==> src/rtl/ps2_rx.sv <==
// ps2_rx: PS/2 device-to-host frame receiver with parity, stop and timeout checking
module ps2_rx #(
  parameter int TIMEOUT_W = 14
) (
  input  logic       clk,
  input  logic       rst,
  input  logic       ps2_clk,
  input  logic       ps2_data,
  output logic [7:0] data,
  output logic       valid,
  output logic       err,
  output logic       busy
);
  typedef enum logic [1:0] {IDLE, DATA, PARITY, STOP} state_t;
  state_t state, state_n;
  logic clk_prev;
  logic fall;
  logic tout;
  logic stop_ok;
  logic par_ok;
  logic [7:0] shift;
  logic [2:0] bcnt;
  logic [TIMEOUT_W-1:0] tcnt;
  assign fall = clk_prev & ~ps2_clk;
  assign tout = (state != IDLE) && (tcnt == '1) && !fall;
  assign stop_ok = ps2_data && par_ok;
  // state register
  always_ff @(posedge clk)
    state <= rst ? IDLE : state_n;
  // next state: a falling edge advances the frame, a stalled frame is abandoned
  always_comb begin
    state_n = state;
    if (tout)
      state_n = IDLE;
    else if (fall)
      case (state)
        IDLE:    state_n = ps2_data ? IDLE : DATA;
        DATA:    state_n = (bcnt == 3'd7) ? PARITY : DATA;
        PARITY:  state_n = STOP;
        default: state_n = IDLE;
      endcase
  end
  // outputs decoded from state
  always_comb
    busy = (state != IDLE);
  // edge detect, shifting, parity, timeout and the result strobes
  always_ff @(posedge clk) begin
    if (rst) begin
      clk_prev <= 1'b1;
      shift    <= '0;
      bcnt     <= '0;
      tcnt     <= '0;
      par_ok   <= 1'b0;
      data     <= '0;
      valid    <= 1'b0;
      err      <= 1'b0;
    end else begin
      clk_prev <= ps2_clk;
      valid    <= fall && (state == STOP) && stop_ok;
      err      <= tout || (fall && (state == STOP) && !stop_ok);
      tcnt     <= (state == IDLE || fall) ? '0 : ((tcnt == '1) ? tcnt : tcnt + 1'b1);
      if (fall) begin
        if (state == IDLE)
          bcnt <= '0;
        if (state == DATA) begin
          shift <= {ps2_data, shift[7:1]};
          bcnt  <= bcnt + 3'd1;
        end
        if (state == PARITY)
          par_ok <= ^{shift, ps2_data};
        if (state == STOP && stop_ok)
          data <= shift;
      end
    end
  end
endmodule

==> config.mk <==
export PLATFORM = sky130hd
export DESIGN_NAME = ps2_rx
export DESIGN_NICKNAME = d
export VERILOG_FILES = /design/src/rtl/ps2_rx.sv
export SDC_FILE = /design/constraint.sdc
export NUM_CORES = 1
export LEC_CHECK = 0
export CAP_MARGIN = 15
export CORE_ASPECT_RATIO = 1.4
export CORE_MARGIN = 1.5
export CORE_UTILIZATION = 55
export DETAILED_ROUTE_END_ITERATION = 12
export MAX_ROUTING_LAYER = met4
export PLACE_DENSITY = 0.78
export SLEW_MARGIN = 20
export SYNTH_ARGS = -nofsm -noshare
export SYNTH_HDL_FRONTEND = slang
export SYNTH_SLANG_ARGS = --single-unit
==> constraint.sdc <==
create_clock -name clk -period 2.05 [get_ports clk]
set_clock_uncertainty 0.15 [all_clocks]
set_input_delay 0.205 -clock clk [delete_from_list [all_inputs] [get_ports clk]]
set_output_delay 0.205 -clock clk [all_outputs]
set_load 0.01 [all_outputs]
==> flow_metrics.env <==
export IMPL_track_usage=0.243
export IMPL_hold_viol_final=0
export IMPL_finish_utilization=0.672
export IMPL_endpoint_kind="output port"
export IMPL_cts_max_level=2
export IMPL_grt_max_degree=28
export IMPL_via_per_inst=5.88
export IMPL_drt_initial_drc_count=66
export IMPL_clockRootBuffer="clkbuf_8"
export IMPL_worst_slew_pin_slew_ns=0.488
export IMPL_initial_core_util=0.578
export IMPL_syn_avg_cell_area_um2=9.07
export IMPL_finalSetupViolCount=0
export IMPL_setup_tns_ns=0
export IMPL_ys_flop_type="dfxtp_1"
export IMPL_core_um2=3150
export IMPL_nets=226
export IMPL_crit_chain="nor2_1 -> inv_1 -> clkdlybuf4s50_1"
export IMPL_cp_data_arrival_time_ns=1.54
export IMPL_hp_class="reg -> reg"
export IMPL_antenna_found_initial=0
export IMPL_grt_pass1_vias=1540
export IMPL_fin_cells=259
export IMPL_ant_nets=0
export IMPL_max_stage_delay_ns=0.53
export IMPL_max_vdd_ir_drop_mv=0.552
export IMPL_path_clk_slew_ns=0.07
export IMPL_relSlewSlack=0.673
export IMPL_whs_path_depth=2
export IMPL_wl_per_cell_um=14.6
export IMPL_power_density_nw_per_um2=703
export IMPL_worst_r2r_cell_count=5
export IMPL_crit_required_ns=1.69
export IMPL_grt_pass1_wl_mm=6.58
export IMPL_post_route_period_util=0.925
export IMPL_yosys_warnings=0
export IMPL_synth_top_area_frac=0.428
export IMPL_synthTopCellsByArea="dfxtp_1 (43%), mux2i_1 (6.6%), a21oi_1 (6.3%), nand2_1 (5.6%), nor2_1 (2.5%)"
export IMPL_r2r_end="tcnt[9]$_SDFFE_PP0P_"
export IMPL_cts_tree="built"
export IMPL_die_x_um=51.7
export IMPL_routed_wl_mm=3.77
export IMPL_num_vias=1524
export IMPL_dr_pass1_iters=4
export IMPL_synth_async_sr_flop_share=0
export IMPL_cts_sinks=39
export IMPL_area_growth_pct=16.2
export IMPL_status="finished clean"
export IMPL_synth_top_area_cell="dfxtp_1"
export IMPL_diodes=0
export IMPL_synth_most_common_cell="dfxtp_1"
export IMPL_crit_slowest_cell="clkdlybuf4s50_1"
export IMPL_min_to="bcnt[2]$_SDFFE_PP0P_"
export IMPL_rsz0062_at_grt="false"
export IMPL_maxCapViolCount=0
export IMPL_pre_cts_ws_ns=0.113
export IMPL_hpwlAfterDp_mm=2.67
export IMPL_finalCriticalPeriod_ns=1.90
export IMPL_synth_edf_count=0
export IMPL_syn_area_um2=1820
export IMPL_fp_dieH_um=71.1
export IMPL_clockBufferDepth=2
export IMPL_setup_worst_path_class="reg -> out"
export IMPL_synth_common_cells="dfxtp_1 (39), nand2_1 (27), a21oi_1 (23), mux2i_1 (12), nor2_1 (12)"
export IMPL_syn_inst=201
export IMPL_die_area_um2=3670
export IMPL_min_from="bcnt[2]$_SDFFE_PP0P_"
export IMPL_drv_slew=0
export IMPL_cts_setup_buffers=0
export IMPL_syn_nets=208
export IMPL_ys_ff_latch=39
export IMPL_grt_overflow_total=0
export IMPL_critPathMaxFanout=9
export IMPL_fin_ws_ns=0.154
export IMPL_timing_rr_start="tcnt[1]$_SDFFE_PP0P_"
export IMPL_power_leakage_nw=0.736
export IMPL_rows=24
export IMPL_gp_congestion=0.880
export IMPL_dp_cells=251
export IMPL_drive_above_1_share=0.118
export IMPL_clock_fmax_mhz=527
export IMPL_clock_latency_ns=0.29
export IMPL_worst_setup_path_start_kind="flip-flop"
export IMPL_io_buffers=14
export IMPL_cts_buffers_inserted=5
export IMPL_io_pins=15
export IMPL_drc_errors=0
export IMPL_r2r_slack_ns=0.16
export IMPL_ys_types=47
export IMPL_yosysSeqAreaShare=0.428
cells in the final DEF (no fill, tap or decap), types with 2 or more instances in the layout:
master and count:
nand2b_1 6, mux2i_1 12, a21oi_1 23, and4_1 2, dfxtp_1 39, o31ai_1 3, nand4_1 2, nand3_1 8
nand2_1 27, or4_1 3, ha_1 2, a211oi_1 2, buf_4 5, inv_1 2, nor2_1 12, nand3b_1 3
and3_2 3, nor3_1 6, or3_1 3, o21ai_0 5, a31oi_1 2, xor2_1 2, clkbuf_8 6, clkdlybuf4s50_1 14
xnor2_1 3
state kept, by name, summed over array words and instances (netlist names):
register	count
tcnt	14
data	8
shift	8
bcnt	3
state	2
clk_prev	1
err	1
par_ok	1
valid	1
stage by stage:
step | hold WS [ns] | instance area, um^2 | total power, mW
CTS | 0.318 | 2110 | 1.50
global route | 0.344 | 2120 | 1.54
floorplan | 0.162 | 1820 | 0.821
finish | 0.316 | 2120 | 1.49
detailed placement | 0.307 | 2000 | 0.843
global placement | 0.294 | 2000 | 0.840
layout make-up:
cell class	instances	area (um^2)
well taps	39	48.8
fillers	279	1030
clock inverters	2	35.0
flip-flops and latches	39	781
clock buffers	6	82.6
multi-input cells	152	986
inverters	2	7.51
repair buffers	19	178
layer usage:
metal,global-route usage,wire [um],vias to the layer above
li1,-,-,761
met2,0.434,2090,26
met5,-,0,-
met1,0.243,1510,732
met3,0.0696,126,5
met4,0.0877,54,0
power breakdown:
group / switching [mW] / total (mW) / internal (mW)
combinational: 0.0339 / 0.0593 / 0.0255
sequential: 0.00567 / 0.767 / 0.761
clock: 0.270 / 0.664 / 0.394
total: 0.310 / 1.49 / 1.18
worst max-delay path by stage:
stage	from	endpoint	slack, ns
3_3_place_gp	tcnt[1]$_SDFFE_PP0P_	tcnt[9]$_SDFFE_PP0P_	0.18
4_1_cts	tcnt[1]$_SDFFE_PP0P_	tcnt[9]$_SDFFE_PP0P_	0.09
6_report	state[0]$_SDFFE_PP0P_	busy	0.15
5_1_grt	tcnt[1]$_SDFFE_PP0P_	tcnt[9]$_SDFFE_PP0P_	0.04
3_5_place_dp	tcnt[1]$_SDFFE_PP0P_	tcnt[9]$_SDFFE_PP0P_	0.11
2_1_floorplan	tcnt[0]$_SDFFE_PP0P_	tcnt[9]$_SDFFE_PP0P_	0.18
critical path: cells and delay by family (launching register included):
family / cells / cell delay [ns]
flops: 1 / 0.50
buf+inv: 2 / 0.63
simple gates: 1 / 0.13
cell families after synthesis:
kind of cell / Yosys count / share of synthesized area
AND/OR/NAND/NOR: 89 / 0.279
AO/OA/AOI/OAI: 42 / 0.137
flip-flops: 39 / 0.428
multiplexers: 12 / 0.0659
buffers and inverters: 10 / 0.0336
XOR/XNOR: 6 / 0.0364
adder cells (fa/ha/maj): 3 / 0.0206
what timing repair did:
action                                  4_1_cts  5_1_grt
endpoints found under the setup margin        0        3
gates resized for setup                       0        2
endpoints found under the hold margin         0        0
hold buffers                                  0        0
(Power assumes the default switching activity.)
